### config.mk
export PLATFORM = sky130hd
export DESIGN_NAME = solar_tracker_optimizer_flat
export DESIGN_NICKNAME = d
export VERILOG_FILES = /design/src/rtl/solar_tracker_optimizer_pkg.sv /design/src/rtl/solar_tracker_optimizer_if.sv /design/src/rtl/solar_tracker_optimizer_servo_pwm.sv /design/src/rtl/solar_tracker_optimizer.sv /design/src/flat_wrapper.sv
export SDC_FILE = /design/constraint.sdc
export NUM_CORES = 1
export LEC_CHECK = 0
export ABC_CLOCK_PERIOD_IN_PS = 9300
export CAP_MARGIN = 20
export CELL_PAD_IN_SITES_DETAIL_PLACEMENT = 0
export CELL_PAD_IN_SITES_GLOBAL_PLACEMENT = 1
export CORE_UTILIZATION = 45
export DETAILED_ROUTE_END_ITERATION = 7
export GPL_TIMING_DRIVEN = 0
export PLACE_DENSITY_LB_ADDON = 0.3
export SYNTH_ARGS = -nofsm -noshare
export SYNTH_HDL_FRONTEND = slang
export SYNTH_HIERARCHICAL = 1
export SYNTH_SLANG_ARGS = --single-unit
### constraint.sdc
create_clock -name CLK -period 9.3 [get_ports CLK]
set_input_delay 1.86 -clock CLK [delete_from_list [all_inputs] [get_ports CLK]]
set_output_delay 1.86 -clock CLK [all_outputs]
set_load 0.03 [all_outputs]
### src/rtl/solar_tracker_optimizer_pkg.sv
// Shared types and default timing for the two-axis solar tracker.
// State encoding is visible on STAT, so the values are fixed.
package sp_tracker_pkg;

    typedef enum logic [2:0] {
        ST_MANUAL  = 3'd0,
        ST_SWEEP_H = 3'd1,
        ST_GOTO_H  = 3'd2,
        ST_SWEEP_V = 3'd3,
        ST_GOTO_V  = 3'd4,
        ST_HOLD    = 3'd5
    } state_t;

    typedef enum logic [1:0] {
        DIR_IDLE = 2'b00,
        DIR_NEG  = 2'b01,
        DIR_POS  = 2'b10
    } dir_t;

    localparam int unsigned DEF_PWM_PERIOD = 2_000_000;
    localparam int unsigned DEF_POS_MIN    = 100_000;
    localparam int unsigned DEF_POS_MAX    = 200_000;
    localparam int unsigned DEF_POS_MID    = 150_000;
    localparam int unsigned DEF_STEP       = 1_000;
    localparam int unsigned DEF_TICK_DIV   = 100_000;

    // One step toward a bound; clamps instead of wrapping.
    function automatic logic [31:0] step_sat(input logic [31:0] pos, input logic up,
                                             input logic [31:0] step,
                                             input logic [31:0] pmin, input logic [31:0] pmax);
        if (up) return (pos + step >= pmax) ? pmax : pos + step;
        else    return (pos <= pmin + step) ? pmin : pos - step;
    endfunction

endpackage

### src/rtl/solar_tracker_optimizer_if.sv
// Button/ADC inputs and servo/status outputs of the tracker.
// The tracker uses the slave view; its environment uses the master view.
interface solar_tracker_optimizer_if;
    logic        BTN_L, BTN_R, BTN_U, BTN_D, BTN_C;
    logic        DBG;
    logic [11:0] V_in;
    logic        SERVO_H, SERVO_V;
    logic [31:0] servo_position_H, servo_position_V;
    logic [11:0] max_V_in;
    logic [31:0] pulseWidth_max_H, pulseWidth_max_V;
    logic [2:0]  STAT;
    logic [1:0]  direction_lr, direction_ud;
    logic        servo_l, servo_r, servo_u, servo_d;
    logic        PWM_limit_H, PWM_limit_V;
    logic        HS, VS, MC;
    logic        div_clk;

    modport master (
        output BTN_L, BTN_R, BTN_U, BTN_D, BTN_C, DBG, V_in,
        input  SERVO_H, SERVO_V, servo_position_H, servo_position_V, max_V_in,
               pulseWidth_max_H, pulseWidth_max_V, STAT, direction_lr, direction_ud,
               servo_l, servo_r, servo_u, servo_d, PWM_limit_H, PWM_limit_V,
               HS, VS, MC, div_clk
    );

    modport slave (
        input  BTN_L, BTN_R, BTN_U, BTN_D, BTN_C, DBG, V_in,
        output SERVO_H, SERVO_V, servo_position_H, servo_position_V, max_V_in,
               pulseWidth_max_H, pulseWidth_max_V, STAT, direction_lr, direction_ud,
               servo_l, servo_r, servo_u, servo_d, PWM_limit_H, PWM_limit_V,
               HS, VS, MC, div_clk
    );
endinterface

### src/rtl/solar_tracker_optimizer_servo_pwm.sv
// Free-running servo frame counter with a pulse width latched at frame start,
// so a position change never produces a runt or stretched pulse mid-frame.
module servo_pwm #(
    parameter int unsigned PERIOD = 2_000_000
) (
    input  logic        i_clk,
    input  logic        i_rst,
    input  logic [31:0] i_pos,
    output logic        o_pwm
);
    localparam logic [31:0] CNT_LAST = 32'(PERIOD - 1);

    logic [31:0] r_cnt;
    logic [31:0] r_duty;
    logic        r_pwm;
    logic [31:0] w_duty;

    assign w_duty = (r_cnt == '0) ? i_pos : r_duty;

    always_ff @(posedge i_clk or posedge i_rst) begin
        if (i_rst) begin
            r_cnt  <= '0;
            r_duty <= '0;
            r_pwm  <= 1'b0;
        end else begin
            r_cnt  <= (r_cnt == CNT_LAST) ? '0 : r_cnt + 32'd1;
            r_duty <= w_duty;
            r_pwm  <= (r_cnt < w_duty);
        end
    end

    assign o_pwm = r_pwm;
endmodule

### src/rtl/solar_tracker_optimizer.sv
// Two-axis tracker: manual jog of H/V servos, or an automatic sweep of each
// axis that parks it at the position of highest panel voltage.
module solar_tracker_optimizer
    import sp_tracker_pkg::*;
#(
    parameter int unsigned PWM_PERIOD = DEF_PWM_PERIOD,
    parameter int unsigned POS_MIN    = DEF_POS_MIN,
    parameter int unsigned POS_MAX    = DEF_POS_MAX,
    parameter int unsigned POS_MID    = DEF_POS_MID,
    parameter int unsigned STEP       = DEF_STEP,
    parameter int unsigned TICK_DIV   = DEF_TICK_DIV
) (
    input  logic CLK,
    input  logic RST,
    solar_tracker_optimizer_if.slave bus
);
    localparam logic [31:0] P_MIN     = 32'(POS_MIN);
    localparam logic [31:0] P_MAX     = 32'(POS_MAX);
    localparam logic [31:0] P_MID     = 32'(POS_MID);
    localparam logic [31:0] P_STEP    = 32'(STEP);
    localparam logic [31:0] TICK_LAST = 32'(TICK_DIV - 1);

    logic [4:0]  r_btn_meta, r_btn_sync;
    logic        w_l, w_r, w_u, w_d, w_c;
    logic [31:0] r_tick_cnt;
    logic        r_div, w_tick;
    state_t      r_state, w_state_nxt;
    logic [31:0] r_pos_h, r_pos_v, r_pwmax_h, r_pwmax_v;
    logic [31:0] w_pos_h_nxt, w_pos_v_nxt, w_pwmax_h_nxt, w_pwmax_v_nxt;
    logic [11:0] r_max_v, w_max_v_nxt;
    logic        r_hs, r_vs, w_hs_nxt, w_vs_nxt;
    dir_t        r_dir_lr, r_dir_ud, w_dir_lr_nxt, w_dir_ud_nxt;
    logic        w_servo_h, w_servo_v;

    assign {w_c, w_d, w_u, w_r, w_l} = r_btn_sync;
    assign w_tick = !bus.DBG && (r_tick_cnt == TICK_LAST);

    always_ff @(posedge CLK or posedge RST) begin
        if (RST) begin
            r_btn_meta <= '0;
            r_btn_sync <= '0;
            r_tick_cnt <= '0;
            r_div      <= 1'b0;
        end else begin
            r_btn_meta <= {bus.BTN_C, bus.BTN_D, bus.BTN_U, bus.BTN_R, bus.BTN_L};
            r_btn_sync <= r_btn_meta;
            if (!bus.DBG) r_tick_cnt <= w_tick ? '0 : r_tick_cnt + 32'd1;
            if (w_tick)   r_div      <= ~r_div;
        end
    end

    always_comb begin
        w_state_nxt   = r_state;
        w_pos_h_nxt   = r_pos_h;
        w_pos_v_nxt   = r_pos_v;
        w_pwmax_h_nxt = r_pwmax_h;
        w_pwmax_v_nxt = r_pwmax_v;
        w_max_v_nxt   = r_max_v;
        w_hs_nxt      = r_hs;
        w_vs_nxt      = r_vs;
        w_dir_lr_nxt  = r_dir_lr;
        w_dir_ud_nxt  = r_dir_ud;
        if (!bus.DBG) begin
            case (r_state)
                ST_MANUAL: begin
                    w_dir_lr_nxt = (w_l && !w_r) ? DIR_NEG : (w_r && !w_l) ? DIR_POS : DIR_IDLE;
                    w_dir_ud_nxt = (w_u && !w_d) ? DIR_NEG : (w_d && !w_u) ? DIR_POS : DIR_IDLE;
                    if (w_c) begin
                        w_state_nxt  = ST_SWEEP_H;
                        w_pos_h_nxt  = P_MIN;
                        w_max_v_nxt  = '0;
                        w_hs_nxt     = 1'b0;
                        w_vs_nxt     = 1'b0;
                        w_dir_lr_nxt = DIR_IDLE;
                        w_dir_ud_nxt = DIR_IDLE;
                    end else if (w_tick) begin
                        if (w_dir_lr_nxt != DIR_IDLE)
                            w_pos_h_nxt = step_sat(r_pos_h, w_dir_lr_nxt == DIR_POS, P_STEP, P_MIN, P_MAX);
                        if (w_dir_ud_nxt != DIR_IDLE)
                            w_pos_v_nxt = step_sat(r_pos_v, w_dir_ud_nxt == DIR_POS, P_STEP, P_MIN, P_MAX);
                    end
                end
                ST_SWEEP_H: begin
                    // Strict compare: equal later readings keep the earlier position.
                    if (bus.V_in > r_max_v) begin
                        w_max_v_nxt   = bus.V_in;
                        w_pwmax_h_nxt = r_pos_h;
                    end
                    if (r_pos_h == P_MAX) w_state_nxt = ST_GOTO_H;
                    else if (w_tick)      w_pos_h_nxt = step_sat(r_pos_h, 1'b1, P_STEP, P_MIN, P_MAX);
                end
                ST_GOTO_H: begin
                    w_pos_h_nxt = r_pwmax_h;
                    w_hs_nxt    = 1'b1;
                    w_max_v_nxt = '0;
                    w_pos_v_nxt = P_MIN;
                    w_state_nxt = ST_SWEEP_V;
                end
                ST_SWEEP_V: begin
                    if (bus.V_in > r_max_v) begin
                        w_max_v_nxt   = bus.V_in;
                        w_pwmax_v_nxt = r_pos_v;
                    end
                    if (r_pos_v == P_MAX) w_state_nxt = ST_GOTO_V;
                    else if (w_tick)      w_pos_v_nxt = step_sat(r_pos_v, 1'b1, P_STEP, P_MIN, P_MAX);
                end
                ST_GOTO_V: begin
                    w_pos_v_nxt = r_pwmax_v;
                    w_vs_nxt    = 1'b1;
                    w_state_nxt = ST_HOLD;
                end
                ST_HOLD: begin
                    if (w_c) begin
                        w_state_nxt = ST_SWEEP_H;
                        w_pos_h_nxt = P_MIN;
                        w_max_v_nxt = '0;
                        w_hs_nxt    = 1'b0;
                        w_vs_nxt    = 1'b0;
                    end else if (w_l || w_r || w_u || w_d) begin
                        w_state_nxt = ST_MANUAL;
                    end
                end
                default: w_state_nxt = ST_MANUAL;
            endcase
        end
    end

    always_ff @(posedge CLK or posedge RST) begin
        if (RST) begin
            r_state   <= ST_MANUAL;
            r_pos_h   <= P_MID;
            r_pos_v   <= P_MID;
            r_pwmax_h <= P_MID;
            r_pwmax_v <= P_MID;
            r_max_v   <= '0;
            r_hs      <= 1'b0;
            r_vs      <= 1'b0;
            r_dir_lr  <= DIR_IDLE;
            r_dir_ud  <= DIR_IDLE;
        end else begin
            r_state   <= w_state_nxt;
            r_pos_h   <= w_pos_h_nxt;
            r_pos_v   <= w_pos_v_nxt;
            r_pwmax_h <= w_pwmax_h_nxt;
            r_pwmax_v <= w_pwmax_v_nxt;
            r_max_v   <= w_max_v_nxt;
            r_hs      <= w_hs_nxt;
            r_vs      <= w_vs_nxt;
            r_dir_lr  <= w_dir_lr_nxt;
            r_dir_ud  <= w_dir_ud_nxt;
        end
    end

    servo_pwm #(.PERIOD(PWM_PERIOD)) u_pwm_h (
        .i_clk(CLK), .i_rst(RST), .i_pos(r_pos_h), .o_pwm(w_servo_h)
    );
    servo_pwm #(.PERIOD(PWM_PERIOD)) u_pwm_v (
        .i_clk(CLK), .i_rst(RST), .i_pos(r_pos_v), .o_pwm(w_servo_v)
    );

    assign bus.SERVO_H          = w_servo_h;
    assign bus.SERVO_V          = w_servo_v;
    assign bus.servo_position_H = r_pos_h;
    assign bus.servo_position_V = r_pos_v;
    assign bus.max_V_in         = r_max_v;
    assign bus.pulseWidth_max_H = r_pwmax_h;
    assign bus.pulseWidth_max_V = r_pwmax_v;
    assign bus.STAT             = r_state;
    assign bus.direction_lr     = r_dir_lr;
    assign bus.direction_ud     = r_dir_ud;
    assign bus.servo_l          = w_l;
    assign bus.servo_r          = w_r;
    assign bus.servo_u          = w_u;
    assign bus.servo_d          = w_d;
    assign bus.PWM_limit_H      = (r_pos_h == P_MIN) || (r_pos_h == P_MAX);
    assign bus.PWM_limit_V      = (r_pos_v == P_MIN) || (r_pos_v == P_MAX);
    assign bus.HS               = r_hs;
    assign bus.VS               = r_vs;
    assign bus.MC               = (r_state == ST_MANUAL);
    assign bus.div_clk          = r_div;
endmodule

### src/flat_wrapper.sv
// flat-port wrapper written by rule: the top's interface ports become plain ports
module solar_tracker_optimizer_flat import sp_tracker_pkg::*;
#(
    parameter int unsigned PWM_PERIOD = DEF_PWM_PERIOD,
    parameter int unsigned POS_MIN    = DEF_POS_MIN,
    parameter int unsigned POS_MAX    = DEF_POS_MAX,
    parameter int unsigned POS_MID    = DEF_POS_MID,
    parameter int unsigned STEP       = DEF_STEP,
    parameter int unsigned TICK_DIV   = DEF_TICK_DIV
)
  (CLK, RST, bus_BTN_L, bus_BTN_R, bus_BTN_U, bus_BTN_D, bus_BTN_C, bus_DBG, bus_V_in, bus_SERVO_H, bus_SERVO_V, bus_servo_position_H, bus_servo_position_V, bus_max_V_in, bus_pulseWidth_max_H, bus_pulseWidth_max_V, bus_STAT, bus_direction_lr, bus_direction_ud, bus_servo_l, bus_servo_r, bus_servo_u, bus_servo_d, bus_PWM_limit_H, bus_PWM_limit_V, bus_HS, bus_VS, bus_MC, bus_div_clk);
  solar_tracker_optimizer_if bus_i ();
  input  logic CLK;
  input  logic RST;
  input wire logic [$bits(bus_i.BTN_L)-1:0] bus_BTN_L;
  input wire logic [$bits(bus_i.BTN_R)-1:0] bus_BTN_R;
  input wire logic [$bits(bus_i.BTN_U)-1:0] bus_BTN_U;
  input wire logic [$bits(bus_i.BTN_D)-1:0] bus_BTN_D;
  input wire logic [$bits(bus_i.BTN_C)-1:0] bus_BTN_C;
  input wire logic [$bits(bus_i.DBG)-1:0] bus_DBG;
  input wire logic [$bits(bus_i.V_in)-1:0] bus_V_in;
  output wire logic [$bits(bus_i.SERVO_H)-1:0] bus_SERVO_H;
  output wire logic [$bits(bus_i.SERVO_V)-1:0] bus_SERVO_V;
  output wire logic [$bits(bus_i.servo_position_H)-1:0] bus_servo_position_H;
  output wire logic [$bits(bus_i.servo_position_V)-1:0] bus_servo_position_V;
  output wire logic [$bits(bus_i.max_V_in)-1:0] bus_max_V_in;
  output wire logic [$bits(bus_i.pulseWidth_max_H)-1:0] bus_pulseWidth_max_H;
  output wire logic [$bits(bus_i.pulseWidth_max_V)-1:0] bus_pulseWidth_max_V;
  output wire logic [$bits(bus_i.STAT)-1:0] bus_STAT;
  output wire logic [$bits(bus_i.direction_lr)-1:0] bus_direction_lr;
  output wire logic [$bits(bus_i.direction_ud)-1:0] bus_direction_ud;
  output wire logic [$bits(bus_i.servo_l)-1:0] bus_servo_l;
  output wire logic [$bits(bus_i.servo_r)-1:0] bus_servo_r;
  output wire logic [$bits(bus_i.servo_u)-1:0] bus_servo_u;
  output wire logic [$bits(bus_i.servo_d)-1:0] bus_servo_d;
  output wire logic [$bits(bus_i.PWM_limit_H)-1:0] bus_PWM_limit_H;
  output wire logic [$bits(bus_i.PWM_limit_V)-1:0] bus_PWM_limit_V;
  output wire logic [$bits(bus_i.HS)-1:0] bus_HS;
  output wire logic [$bits(bus_i.VS)-1:0] bus_VS;
  output wire logic [$bits(bus_i.MC)-1:0] bus_MC;
  output wire logic [$bits(bus_i.div_clk)-1:0] bus_div_clk;
  assign bus_i.BTN_L = bus_BTN_L;
  assign bus_i.BTN_R = bus_BTN_R;
  assign bus_i.BTN_U = bus_BTN_U;
  assign bus_i.BTN_D = bus_BTN_D;
  assign bus_i.BTN_C = bus_BTN_C;
  assign bus_i.DBG = bus_DBG;
  assign bus_i.V_in = bus_V_in;
  assign bus_SERVO_H = bus_i.SERVO_H;
  assign bus_SERVO_V = bus_i.SERVO_V;
  assign bus_servo_position_H = bus_i.servo_position_H;
  assign bus_servo_position_V = bus_i.servo_position_V;
  assign bus_max_V_in = bus_i.max_V_in;
  assign bus_pulseWidth_max_H = bus_i.pulseWidth_max_H;
  assign bus_pulseWidth_max_V = bus_i.pulseWidth_max_V;
  assign bus_STAT = bus_i.STAT;
  assign bus_direction_lr = bus_i.direction_lr;
  assign bus_direction_ud = bus_i.direction_ud;
  assign bus_servo_l = bus_i.servo_l;
  assign bus_servo_r = bus_i.servo_r;
  assign bus_servo_u = bus_i.servo_u;
  assign bus_servo_d = bus_i.servo_d;
  assign bus_PWM_limit_H = bus_i.PWM_limit_H;
  assign bus_PWM_limit_V = bus_i.PWM_limit_V;
  assign bus_HS = bus_i.HS;
  assign bus_VS = bus_i.VS;
  assign bus_MC = bus_i.MC;
  assign bus_div_clk = bus_i.div_clk;
  solar_tracker_optimizer #(.PWM_PERIOD(PWM_PERIOD), .POS_MIN(POS_MIN), .POS_MAX(POS_MAX), .POS_MID(POS_MID), .STEP(STEP), .TICK_DIV(TICK_DIV)) u_core (.CLK(CLK), .RST(RST), .bus(bus_i));
endmodule
Word-level counts from Yosys, hierarchy flattened
Cells that the tools add are included.
{"block": "totals", "register_bits": 322, "input_bits": 20, "out_inout_bits": 159}
{"block": "classes", "add_sub_neg": 7, "magnitude_cmp": 7, "n_eq_ne": 30, "muxes": 42, "bitwise": 2, "reduce_logical": 36}
{"cell": "$mux 32", "count": 22}
{"cell": "$pmux 32 s4", "count": 2}
{"cell": "$add 32x1->32 const B", "count": 3}
{"cell": "$eq 32x17->1 const B", "count": 3}
{"cell": "$add 32x10->32 const B", "count": 2}
{"cell": "$eq 32x18->1 const B", "count": 2}
{"cell": "$eq 32x21->1 const B", "count": 2}
{"cell": "$ge 32x18->1 const B", "count": 2}
{"cell": "$le 32x17->1 const B", "count": 2}
{"cell": "$logic_not 32->1", "count": 2}
{"cell": "$lt 32x32->1", "count": 2}
{"cell": "$sub 32x10->32 const B", "count": 2}
{"cell": "$pmux 12 s3", "count": 1}
{"cell": "$mux 12", "count": 2}
{"cell": "$ne 2x1->1 const B", "count": 10}
{"cell": "$pmux 3 s6", "count": 1}
{"cell": "$mux 3", "count": 5}
{"cell": "$reduce_and 7->1", "count": 2}
{"cell": "$gt 12x12->1", "count": 1}
{"cell": "$mux 2", "count": 6}
{"cell": "$reduce_and 3->1", "count": 4}
{"cell": "$ne 3x1->1 const B", "count": 3}
{"cell": "$reduce_bool 2->1", "count": 4}
{"cell": "$reduce_bool 4->1", "count": 2}
{"cell": "17 further kinds", "count": 37}

Longest topological paths before layout
Gate-level depths: netlist of the first run.
{"block": "logic_depth", "ltp_word": 10, "mapped_depth": 14, "ltp_nobuf": 13}

Cells and area by module
Netlist of the first run, hierarchy kept.
{"module": "solar_tracker_optimizer", "n_inst": 1, "cells_per_inst": 1383, "area_each_um2": 12170.4, "seq_area_each_um2": 4844.6}
{"module": "servo_pwm", "n_inst": 2, "cells_per_inst": 335, "area_each_um2": 3525.9, "seq_area_each_um2": 1626.6}

Least setup slack after synthesis of the first run
Ideal clock, no wire load.
{"block": "synth_timing", "path_type": "input-to-reg", "start": "input port bus_V_in[5]", "end": "register u_core.r_pwmax_h[0] (netlist: u_core/bus.pulseWidth_max_H[0])", "setup_time_ps": 125, "t_arrival_ps": 4374, "required_ps": 9175, "setup_slack_ps": 4801, "path_stages": 10, "n_path_buf": 2, "path_cell_list": "ha_1 -> a21o_1 -> a21o_1 -> a21oi_1 -> nor2_1 -> a2111oi_0 -> or4_1 -> clkbuf_1 -> buf_1 -> mux2_2"}
{"block": "synth_via", "elab_chain_len": 2}
{"item": "start: declaration", "line_no": "flat_wrapper.sv:21", "text": "input wire logic [$bits(bus_i.V_in)-1:0] bus_V_in;"}
{"item": "$gt 12x12->1", "line_no": "solar_tracker_optimizer.sv:85", "text": "if (bus.V_in > r_max_v) begin"}
{"item": "$reduce_and 3->1 (no line)"}
{"item": "end signal: assignment", "line_no": "solar_tracker_optimizer.sv:144", "text": "r_pwmax_h <= w_pwmax_h_nxt;"}
{"item": "end: declaration", "line_no": "solar_tracker_optimizer.sv:28", "text": "logic [31:0] r_pos_h, r_pos_v, r_pwmax_h, r_pwmax_v;"}
Every way passes these cells.
A chain may end at the register's enable or synchronous reset.

Worst setup path after layout of the first run
{"block": "layout_timing", "start": "register u_core.r_pos_v[22] (netlist: u_core/bus.servo_position_V[22])", "end": "output port bus_PWM_limit_V"}
{"block": "layout_via", "elab_chain_len": 2, "word_cells_on_any_way": 3, "classes_between": "eq/ne (2); reduce/logical (1)"}
{"item": "start: declaration", "line_no": "solar_tracker_optimizer.sv:28"}
{"item": "start signal: assignment", "line_no": "solar_tracker_optimizer.sv:143", "text": "r_pos_v <= w_pos_v_nxt;"}
{"item": "$eq 32x17->1 / $eq 32x18->1 (equally long branches)", "line_no": "solar_tracker_optimizer.sv:176", "text": "assign bus.PWM_limit_V = (r_pos_v == P_MIN) || (r_pos_v == P_MAX);"}
{"item": "$logic_or 1x1->1 (*)", "line_no": "solar_tracker_optimizer.sv:176"}
{"item": "end: declaration", "line_no": "flat_wrapper.sv:37", "text": "output wire logic [$bits(bus_i.PWM_limit_V)-1:0] bus_PWM_limit_V;"}
Mark *: on every way between the ends. The rest lies on a longest branch, timed or not.

==> flow_summary.yaml, run 1 <==
run_status:
  outcome: "finished clean"
grt:
  grt_usage_pct: 28.1
  grt_pass1_vias: 16900
  grt_first_pass_wirelength_um: 96500
  gr-total-overflow: 0
  grt_max_degree: 125
  antenna_found_initial: 0
logic_synthesis:
  synth_area_um2: 19200
  synthDominantCellAreaShare_pct: 37.8
  synth_seq_cells: 322
  syn_area_per_cell_um2: 9.36
  synth_edf_count: 0
  syn-num-nets: 2163
  synth.distinct_cells: 77
  ys.flop_type: "dfrtp_1"
  postSynthCellCount: 2053
  synthTopCellsByArea: "dfrtp_1, ha_1, mux2_2"
  ys_seq_area_share_pct: 42.1
  synth_largest_area_cell: "dfrtp_1"
  synth_warnings: 6
  synthArstFlopShare_pct: 100
route:
  routed_wl_um: 61300
  wl_met1_um: 26100
  highest_layer: "met4"
  vias_per_cell: 6.06
  wl_met2_um: 28800
  wl_met3_um: 4260
  drt_iter0_drc: 1544
  drt_first_pass_iters: 6
  wire_per_inst_um: 21.5
  vias: 17200
  final_antenna_net_count: 0
  drc: 0
power_and_ir_drop:
  ir_drop_uv: 141
  total_power_mw: 3.38
  p_per_area_nw_per_um2: 147
  power.leakage_nw: 10.2
layout:
  fillCellCount: 3815
  nets: 2390
  area_delta_synth_final_pct: 20.1
  drive_gt1_share_pct: 9.71
  diodes: 0
  layout_common_cells: "dfrtp_1, clkdlybuf4s50_1, nor2_1, nand2_1"
  final_common_cell: "dfrtp_1"
clock_network:
  cts_resized: 0
  clock-sinks: 322
  clkSlewWorstSetupHoldPaths_ns: 0.06
  cts_hold_buf: 0
  root_buffer: "clkbuf_16"
  cts_setup_buffers: 0
  clock_path_buffers: 3
  insertion_delay_ns: 0.56
  cts_tree: "yes"
  htree_levels: 2
  cts_inserted_buffers: 38
floorplan:
  die_y_um: 209
  ios: 179
  die-area_um2: 43500
  initial_core_util_pct: 45.7
  core_um2: 42000
  fp-row-count: 75
  die_w_um: 209
timing:
  fin_worst_skew_ns: 0.0163
  report.final.slew_viol_count: 0
  worst_pin_slew_ns: 1.15
  setup_viol: 0
  rsz0062_at_grt: "no"
  post-route-min-period_ns: 5.64
  fmax_mhz: 177
  hold_slack_ns: 0.349
  relSlewSlack_pct: 23.1
  hold_viol_final: 0
  fin_crit_sh_pct: 60.7
setup_path:
  r2r_slack_ns: 4.84
  slowest_stage: "nor4_1"
  cp.arrival_ns: 3.78
  worstPathRequired_ns: 7.44
  critPathCaptureType: "primary output"
  critPathKind: "reg2out"
  path_cells: "clkbuf_1, nor4_1, nand4_1, nor3_1, o21a_1, clkdlybuf4s50_1"
  critical_path.top_delay_family: "simple AND/OR/NAND/NOR gates"
  path_buf_inv: 2
  crit_fanout: 8
  cp-start-kind: "register"
  crit_path_max_incr_delay_ns: 0.77
hold_path:
  hp-class: "reg2reg"
placement:
  io_buffers: 177
  gp_congestion: 0.923
  dp_hpwl_um: 44800
flow_run:
  drv_cap: 0
==> final timing paths <==
check	start	end	cells past startpoint
worst max-delay path	u_core/bus.servo_position_V[22]	bus_PWM_limit_V	6
worst min-delay path	u_core/r_btn_meta[4]	u_core/r_btn_sync[4]	0
worst max register to register	u_core/bus.servo_position_V[6]	u_core/bus.servo_position_V[5]	9
worst min register to register	u_core/r_btn_meta[4]	u_core/r_btn_sync[4]	0
max in group asynchronous	RST	u_core/bus.servo_position_H[30]	3
min in group asynchronous	RST	u_core/bus.pulseWidth_max_V[1]	2
==> cell families after synthesis <==
kind of cell	Yosys count	share of synthesized area, %
buffers and inverters	242	4.91
adders and majority gates	90	5.86
DFF	322	42.1
AOI/OAI and AO/OA	450	15.4
xor gates and xnor gates	120	5.47
and+or+nand+nor	698	18.9
muxes	131	7.32
==> registers in the layout (all words and copies together) (netlist names), 12 cells and up <==
name / count
u_core/bus.max_V_in: 12
u_core/bus.pulseWidth_max_H: 32
u_core/bus.pulseWidth_max_V: 32
u_core/bus.servo_position_H: 32
u_core/bus.servo_position_V: 32
u_core/r_tick_cnt: 32
u_core/u_pwm_h/r_cnt: 32
u_core/u_pwm_h/r_duty: 32
u_core/u_pwm_v/r_cnt: 32
u_core/u_pwm_v/r_duty: 32
==> power by group <==
part	switching [mW]	total, mW	internal [mW]	leakage (nW)
registers	0.0295	1.47	1.44	4.19
logic	0.209	0.340	0.131	5.39
clock network	0.602	1.57	0.971	0.643
total	0.840	3.38	2.54	10.2
==> synthesized netlist by cell type, types with 10 or more instances <==
master,n
a211oi_1,23
a21o_1,23
a21oi_1,100
a221oi_1,10
a22oi_1,21
a31oi_1,22
and2_1,12
and3_1,17
and4_1,29
clkbuf_1,97
dfrtp_1,290
dfstp_2,32
ha_1,90
inv_1,124
mux2_2,76
mux2i_1,54
nand2_1,146
nand3_1,65
nand4_1,47
nor2_1,155
nor2b_1,18
nor3_1,70
nor4_1,49
o211ai_1,10
o21ai_0,121
or2_2,13
or3_1,26
or4_1,12
xnor2_1,60
xor2_1,60
==> layer usage <==
layer	global-route usage, %	vias up
met3	5.09	137
met1	36.7	8467
met5	0	-
li1	-	7934
met2	46.3	703
met4	11.1	0
==> through the flow <==
| stage | TNS [ns] | setup WS (ns) | std cells | util (%) | area, µm² |
|---|---|---|---|---|---|
| floorplan | 0 | 2.27 | 2053 | - | 19200 |
| global placement | -111.83 | -0.722 | 2769 | 51.5 | 21700 |
| detailed placement | 0 | 3.66 | 2776 | 51.8 | 21800 |
| CTS | 0 | 3.76 | 2843 | 54.9 | 23100 |
| global route | 0 | 3.45 | 2846 | 54.9 | 23100 |
| finish | 0 | 3.66 | 2846 | 54.9 | 23100 |
==> cell type report <==
class	instances	area, µm²	area share (%)
Clock inverter	11	184	0.797
Tap cell	539	674	2.92
Inverter	124	473	2.05
Buffer	118	478	2.07
Timing Repair Buffer	187	1880	8.14
Multi-Input combinational cell	1489	10200	44.1
Sequential cell	322	8100	35.1
Clock buffer	56	1120	4.85
No activity file was read; power rests on OpenSTA's default activity.
==> inputs of run 2 (changes only) <==
--- a/config.mk
+++ b/config.mk
@@ -5,7 +5,7 @@
 export SDC_FILE = /design/constraint.sdc
 export NUM_CORES = 1
 export LEC_CHECK = 0
-export ABC_CLOCK_PERIOD_IN_PS = 9300
+export ABC_CLOCK_PERIOD_IN_PS = 5300
 export CAP_MARGIN = 20
 export CELL_PAD_IN_SITES_DETAIL_PLACEMENT = 0
 export CELL_PAD_IN_SITES_GLOBAL_PLACEMENT = 1
==> constraint.sdc (replaced) <==
create_clock -name CLK -period 5.3 [get_ports CLK]
set_input_delay 1.06 -clock CLK [delete_from_list [all_inputs] [get_ports CLK]]
set_output_delay 1.06 -clock CLK [all_outputs]
set_load 0.03 [all_outputs]
==> run 2 against run 1 <==
Cell count rose by 0.14%. Non-clock buffer count up 3. Clock power up 66%. Global-route usage grew 0.051 points. Clock-buffer cell count is 1 lower. Register-to-register slack got worse by 3.9 ns. First-iteration DRC count decreased by 8.6%.
==> flow_summary.yaml, run 2 (synthesis results as in run 1) <==
power_and_ir_drop:
  p_sw_share_pct: 25.8
  p_per_area_nw_per_um2: 251
  p_switching_mw: 1.49
  power.leakage_nw: 10.2
  p_comb_share_pct: 10.4
  p_int_mw: 4.30
  pwr-share-clk_pct: 45.1
  ir_drop_uv: 247
  seqPwrFrac_pct: 44.6
timing:
  rsz0062_at_grt: "no"
  fin_worst_skew_ns: 0.0255
  fin_crit_sh_pct: 91.0
  report.final.slew_viol_count: 0
  post-route-min-period_ns: 4.82
  fin_ws_ns: 0.476
  setup_viol: 0
  relSlewSlack_pct: 20.2
  hold_viol_final: 0
  fmax_mhz: 207
  worst_pin_slew_ns: 1.19
clock_network:
  cts_tree: "yes"
  clock_path_buffers: 3
  insertion_delay_ns: 0.57
  clock-sinks: 322
  cts_inserted_buffers: 38
  htree_levels: 2
  clkSlewWorstSetupHoldPaths_ns: 0.06
  root_buffer: "clkbuf_16"
  cts_hold_buf: 0
  cts_resized: 0
  cts_setup_buffers: 0
placement:
  post-place-ws_ns: 0.159
  gp_congestion: 0.931
  post_dp_cell_area_um2: 21800
  io_buffers: 177
  dp_cells: 2779
  dp_hpwl_um: 45300
setup_path:
  path_buf_inv: 2
  r2r_slack_ns: 0.91
  critPathKind: "reg2out"
  worstPathRequired_ns: 4.24
  slowest_stage: "nor4_1"
  reg2reg_depth: 9
  cp.arrival_ns: 3.76
  crit_path_max_incr_delay_ns: 0.77
  critPathCaptureType: "primary output"
  crit_fanout: 8
  path_cells: "clkbuf_1, nor4_1, nand4_1, nor3_1, o21a_1, clkdlybuf4s50_1"
  cp-start-kind: "register"
  r2r_start: "u_core/bus.servo_position_V[6]"
  rr_endpoint: "u_core/bus.servo_position_V[5]"
  startpoint: "u_core/bus.servo_position_V[22]"
  critical_path.top_delay_family: "simple AND/OR/NAND/NOR gates"
route:
  vias: 17100
  vias_per_cell: 6.01
  drt_first_pass_iters: 6
  drt_iter0_drc: 1411
  drc: 0
  routed_wl_um: 61300
  final_antenna_net_count: 0
  wire_per_inst_um: 21.5
floorplan:
  fp-row-count: 75
  ios: 179
  die_w_um: 209
  die-area_um2: 43500
  core_um2: 42000
  die_y_um: 209
  initial_core_util_pct: 45.7
hold_path:
  holdCritStartpoint: "u_core/r_btn_meta[3]"
  holdPathEnd: "u_core/r_btn_sync[3]"
  hp-class: "reg2reg"
  hold_path_depth: 0
layout:
  finalNonFillerCells: 2850
  register_area_um2: 8100
  fillCellCount: 3826
  diodes: 0
  nets: 2393
  drive_gt1_share_pct: 9.87
  layout_common_cells: "dfrtp_1, clkdlybuf4s50_1, nor2_1, nand2_1"
  multiInputGateArea_um2: 10200
  area_delta_synth_final_pct: 20.1
  design_area_um2: 23100
  utilization_pct: 54.9
  final_common_cell: "dfrtp_1"
run_status:
  outcome: "finished clean"
grt:
  gr-total-overflow: 0
  grt_usage_pct: 28.2
  grt_first_pass_wirelength_um: 96700
  grt_pass1_vias: 16800
  grt_max_degree: 43
  antenna_found_initial: 0
flow_run:
  drv_cap: 0
-- run 2: cell types whose count changed in the layout (fill, tap and decap cells not counted) --
cell / before / now
clkinv_2: 5 / 6
buf_12: 2 / 6
clkinv_8: 0 / 1
clkinvlp_4: 0 / 3
bufinv_16: 5 / 2
clkdlybuf4s18_2: 1 / 0
inv_8: 1 / 0
a2111oi_1: 0 / 1
clkbuf_16: 39 / 38
a2111oi_0: 4 / 3
inv_6: 1 / 2
-- run 2: area by class of cell --
type	instances	area share, %
Inverter	124	2.03
Sequential cell	322	35.1
Clock buffer	55	4.74
Multi-Input combinational cell	1489	44.1
Clock inverter	13	0.602
Timing Repair Buffer	190	8.44
Buffer	118	2.07
Tap cell	539	2.92
-- run 2: worst register-to-register path: stages, from the launching register on --
cell and delay [ns]:
dfstp_2 0.57, clkbuf_1 0.34, a211oi_1 0.23, a211oi_1 1.00
and4_1 0.32, o2111ai_1 0.11, a211oi_1 0.32, nand4_1 0.18
clkbuf_1 0.33, o311ai_0 0.81
-- run 2: worst max-delay path by stage --
stage / endpoint / slack (ns) / cells after the start
CTS: bus_PWM_limit_V / 0.56 / 6
finish: bus_PWM_limit_V / 0.48 / 6
global route: bus_PWM_limit_V / 0.36 / 6
global placement: u_core/bus.pulseWidth_max_H[3] / -0.08 / 11
floorplan: u_core/bus.pulseWidth_max_H[0] / 1.60 / 10
detailed placement: u_core/bus.pulseWidth_max_H[1] / 0.16 / 11
-- run 2: power groups by stage --
| stage | combinational, mW | clock (mW) | sequential, mW |
|---|---|---|---|
| 2_1_floorplan | 0.287 | 0 | 2.71 |
| 5_1_grt | 0.662 | 2.77 | 2.59 |
| 4_1_cts | 0.606 | 2.68 | 2.58 |
| 6_report | 0.602 | 2.61 | 2.58 |
| 3_5_place_dp | 0.601 | 0 | 2.63 |
| 3_3_place_gp | 0.577 | 0 | 2.62 |
-- run 2: stage by stage --
stage,hold WS (ns),setup TNS [ns],power (mW)
after floorplan,0.331,0,3.00
after global placement,0.332,-1.21,3.20
after detailed placement,0.336,0,3.23
after CTS,0.349,0,5.87
after global routing,0.348,0,6.02
final,0.348,0,5.80
-- run 2: per-layer routing --
layer,vias to the layer above,global-route usage [%],part of all wire [%]
li1,7943,-,-
met1,8439,37.3,43
met2,617,45.9,47
met3,131,4.94,6.2
met4,0,10.9,3.6
met5,-,0,0
==> inputs of run 3 (changes only) <==
--- a/config.mk
+++ b/config.mk
@@ -13,6 +13,8 @@
 export DETAILED_ROUTE_END_ITERATION = 7
 export GPL_TIMING_DRIVEN = 0
 export PLACE_DENSITY_LB_ADDON = 0.3
+export RECOVER_POWER = 25
+export SLEW_MARGIN = 20
 export SYNTH_ARGS = -nofsm -noshare
 export SYNTH_HDL_FRONTEND = slang
 export SYNTH_HIERARCHICAL = 1
==> run 3 against run 2 <==
The run now ends with max-capacitance violations, max-slew violations left. Wire length rose by 0.14%. Clock-buffer cell count is 1 higher. Clock skew increased by 0.011 ns. Hold slack lost 0.012 ns. Flip-flop and latch count did not move. Design area barely moved. Highest routed layer unchanged.
==> flow_summary.yaml, run 3 (synthesis results as in run 1) <==
setup_path:
  critPathKind: "reg2out"
  critical_path.top_delay_family: "simple AND/OR/NAND/NOR gates"
  cp-start-kind: "register"
  crit_fanout: 8
  cp.arrival_ns: 3.76
  path_cells: "clkbuf_1, nor4_1, nand4_1, nor3_1, o21a_1, clkdlybuf4s50_1"
  r2r_slack_ns: 0.87
  slowest_stage: "nor4_1"
  worstPathRequired_ns: 4.24
  crit_path_max_incr_delay_ns: 0.76
  rr_endpoint: "u_core/bus.servo_position_V[27]"
  endpoint: "bus_PWM_limit_V"
  reg2reg_depth: 11
  r2r_start: "u_core/bus.servo_position_V[22]"
  path_buf_inv: 2
  critPathCaptureType: "primary output"
  cp_num_cells: 6
  startpoint: "u_core/bus.servo_position_V[22]"
timing:
  fin_ws_ns: 0.483
  relSlewSlack_pct: -106
  post-route-min-period_ns: 4.82
  fin_crit_sh_pct: 90.9
  hold_viol_final: 0
  report.final.slew_viol_count: 132
  fmax_mhz: 208
  setup_tns_ns: 0
  rsz0062_at_grt: "no"
  worst_pin_slew_ns: 3.09
  hold_slack_ns: 0.336
  setup_viol: 0
  fin_worst_skew_ns: 0.0365
floorplan:
  ios: 179
  die_w_um: 209
  core_um2: 42000
  die_y_um: 209
  die-area_um2: 43500
  initial_core_util_pct: 45.7
  fp-row-count: 75
clock_network:
  cts_inserted_buffers: 38
  clock_path_buffers: 3
  root_buffer: "clkbuf_16"
  cts_setup_buffers: 0
  cts_resized: 0
  htree_levels: 2
  cts_hold_buf: 0
  clkSlewWorstSetupHoldPaths_ns: 0.06
  cts_tree: "yes"
  insertion_delay_ns: 0.57
  clock-sinks: 322
run_status:
  violations: "max-capacitance violations, max-slew violations"
  outcome: "complete, but fails checks"
route:
  drc: 0
  routed_wl_um: 61400
  wire_per_inst_um: 21.6
  vias_per_cell: 6.08
  drt_iter0_drc: 1462
  vias: 17300
  drt_first_pass_iters: 5
  final_antenna_net_count: 0
hold_path:
  hold_path_depth: 0
  hp-class: "reg2reg"
layout:
  register_area_um2: 8100
  area_delta_synth_final_pct: 20.0
  layout_common_cells: "dfrtp_1, clkdlybuf4s50_1, nor2_1, nand2_1"
  finalNonFillerCells: 2843
  fillCellCount: 3799
  utilization_pct: 54.9
  drive_gt1_share_pct: 9.77
  multiInputGateArea_um2: 10200
  nets: 2389
  final_common_cell: "dfrtp_1"
  diodes: 0
placement:
  post-place-ws_ns: 0.0866
  io_buffers: 177
  dp_hpwl_um: 45400
  dp_cells: 2778
  gp_congestion: 0.931
power_and_ir_drop:
  p_comb_share_pct: 10.5
  p_sw_share_pct: 25.7
  ir_drop_uv: 233
  p_per_area_nw_per_um2: 251
  seqPwrFrac_pct: 44.7
  power.leakage_nw: 10.2
  p_switching_mw: 1.48
  p_int_mw: 4.30
  pwr-share-clk_pct: 44.9
grt:
  antenna_found_initial: 0
  grt_first_pass_wirelength_um: 96700
  grt_pass1_vias: 16900
  grt_usage_pct: 28.2
  grt_max_degree: 58
  gr-total-overflow: 0
flow_run:
  drv_cap: 3
-- run 3: cell types whose count changed in the layout (fill, tap and decap cells not counted), moves of 3 or more --
cell / change
buf_12: -3
buf_2: -6
clkbuf_1: +4
clkdlybuf4s50_1: -6
clkinvlp_2: +3
clkinvlp_4: -3
dlygate4sd3_1: +6
nor4_1: -6
nor4_2: +6
-- run 3: cell type report --
cell class | instances | area share (%)
multi-input combinational | 1489 | 44.3
tap | 539 | 2.92
timing repair buffer | 186 | 8.24
buffer | 118 | 2.06
clock buffer | 56 | 4.94
sequential | 322 | 35.1
clock inverter | 9 | 0.353
inverter | 124 | 2.03
-- run 3: worst min path at each step --
stage	startpoint	end	slack, ns
3_3_place_gp	u_core/r_btn_meta[2]	u_core/r_btn_sync[2]	0.33
3_5_place_dp	u_core/r_btn_meta[3]	u_core/r_btn_sync[3]	0.34
6_report	u_core/r_btn_meta[4]	u_core/r_btn_sync[4]	0.34
5_1_grt	u_core/r_btn_meta[4]	u_core/r_btn_sync[4]	0.35
4_1_cts	u_core/r_btn_meta[4]	u_core/r_btn_sync[4]	0.34
2_1_floorplan	u_core/r_btn_meta[0]	u_core/r_btn_sync[0]	0.33
-- run 3: through the flow --
step,cell area [µm²],total power [mW]
6_report,23100,5.78
5_1_grt,23100,6.00
4_1_cts,23100,5.86
3_5_place_dp,21900,3.23
3_3_place_gp,21700,3.20
2_1_floorplan,19200,3.00
-- run 3: metal layers --
| metal | part of all wire [%] | vias up | global-route usage [%] | wire length (µm) |
|---|---|---|---|---|
| li1 | - | 7952 | - | - |
| met1 | 43 | 8523 | 37.0 | 26200 |
| met2 | 47 | 671 | 45.6 | 28700 |
| met3 | 6.5 | 142 | 4.79 | 4010 |
| met4 | 4.1 | 0 | 13.0 | 2530 |
| met5 | 0 | - | 0 | 0 |
-- run 3: power groups by stage --
stage / sequential [mW] / combinational [mW] / clock [mW]
floorplan: 2.71 / 0.287 / 0
detailed placement: 2.63 / 0.607 / 0
finish: 2.58 / 0.605 / 2.60
global route: 2.59 / 0.667 / 2.75
CTS: 2.58 / 0.614 / 2.66
global placement: 2.62 / 0.577 / 0
-- run 3: worst reg2reg max path, stage by stage (launching register included) --
cell	delay, ns
dfrtp_1	0.42
clkbuf_1	0.23
nor4_1	0.76
nand4_1	0.35
nor4_1	0.89
nor3_1	0.40
nand2_1	0.22
buf_2	0.29
buf_2	0.29
a21oi_1	0.06
o21ai_0	0.16
o21ai_0	0.19
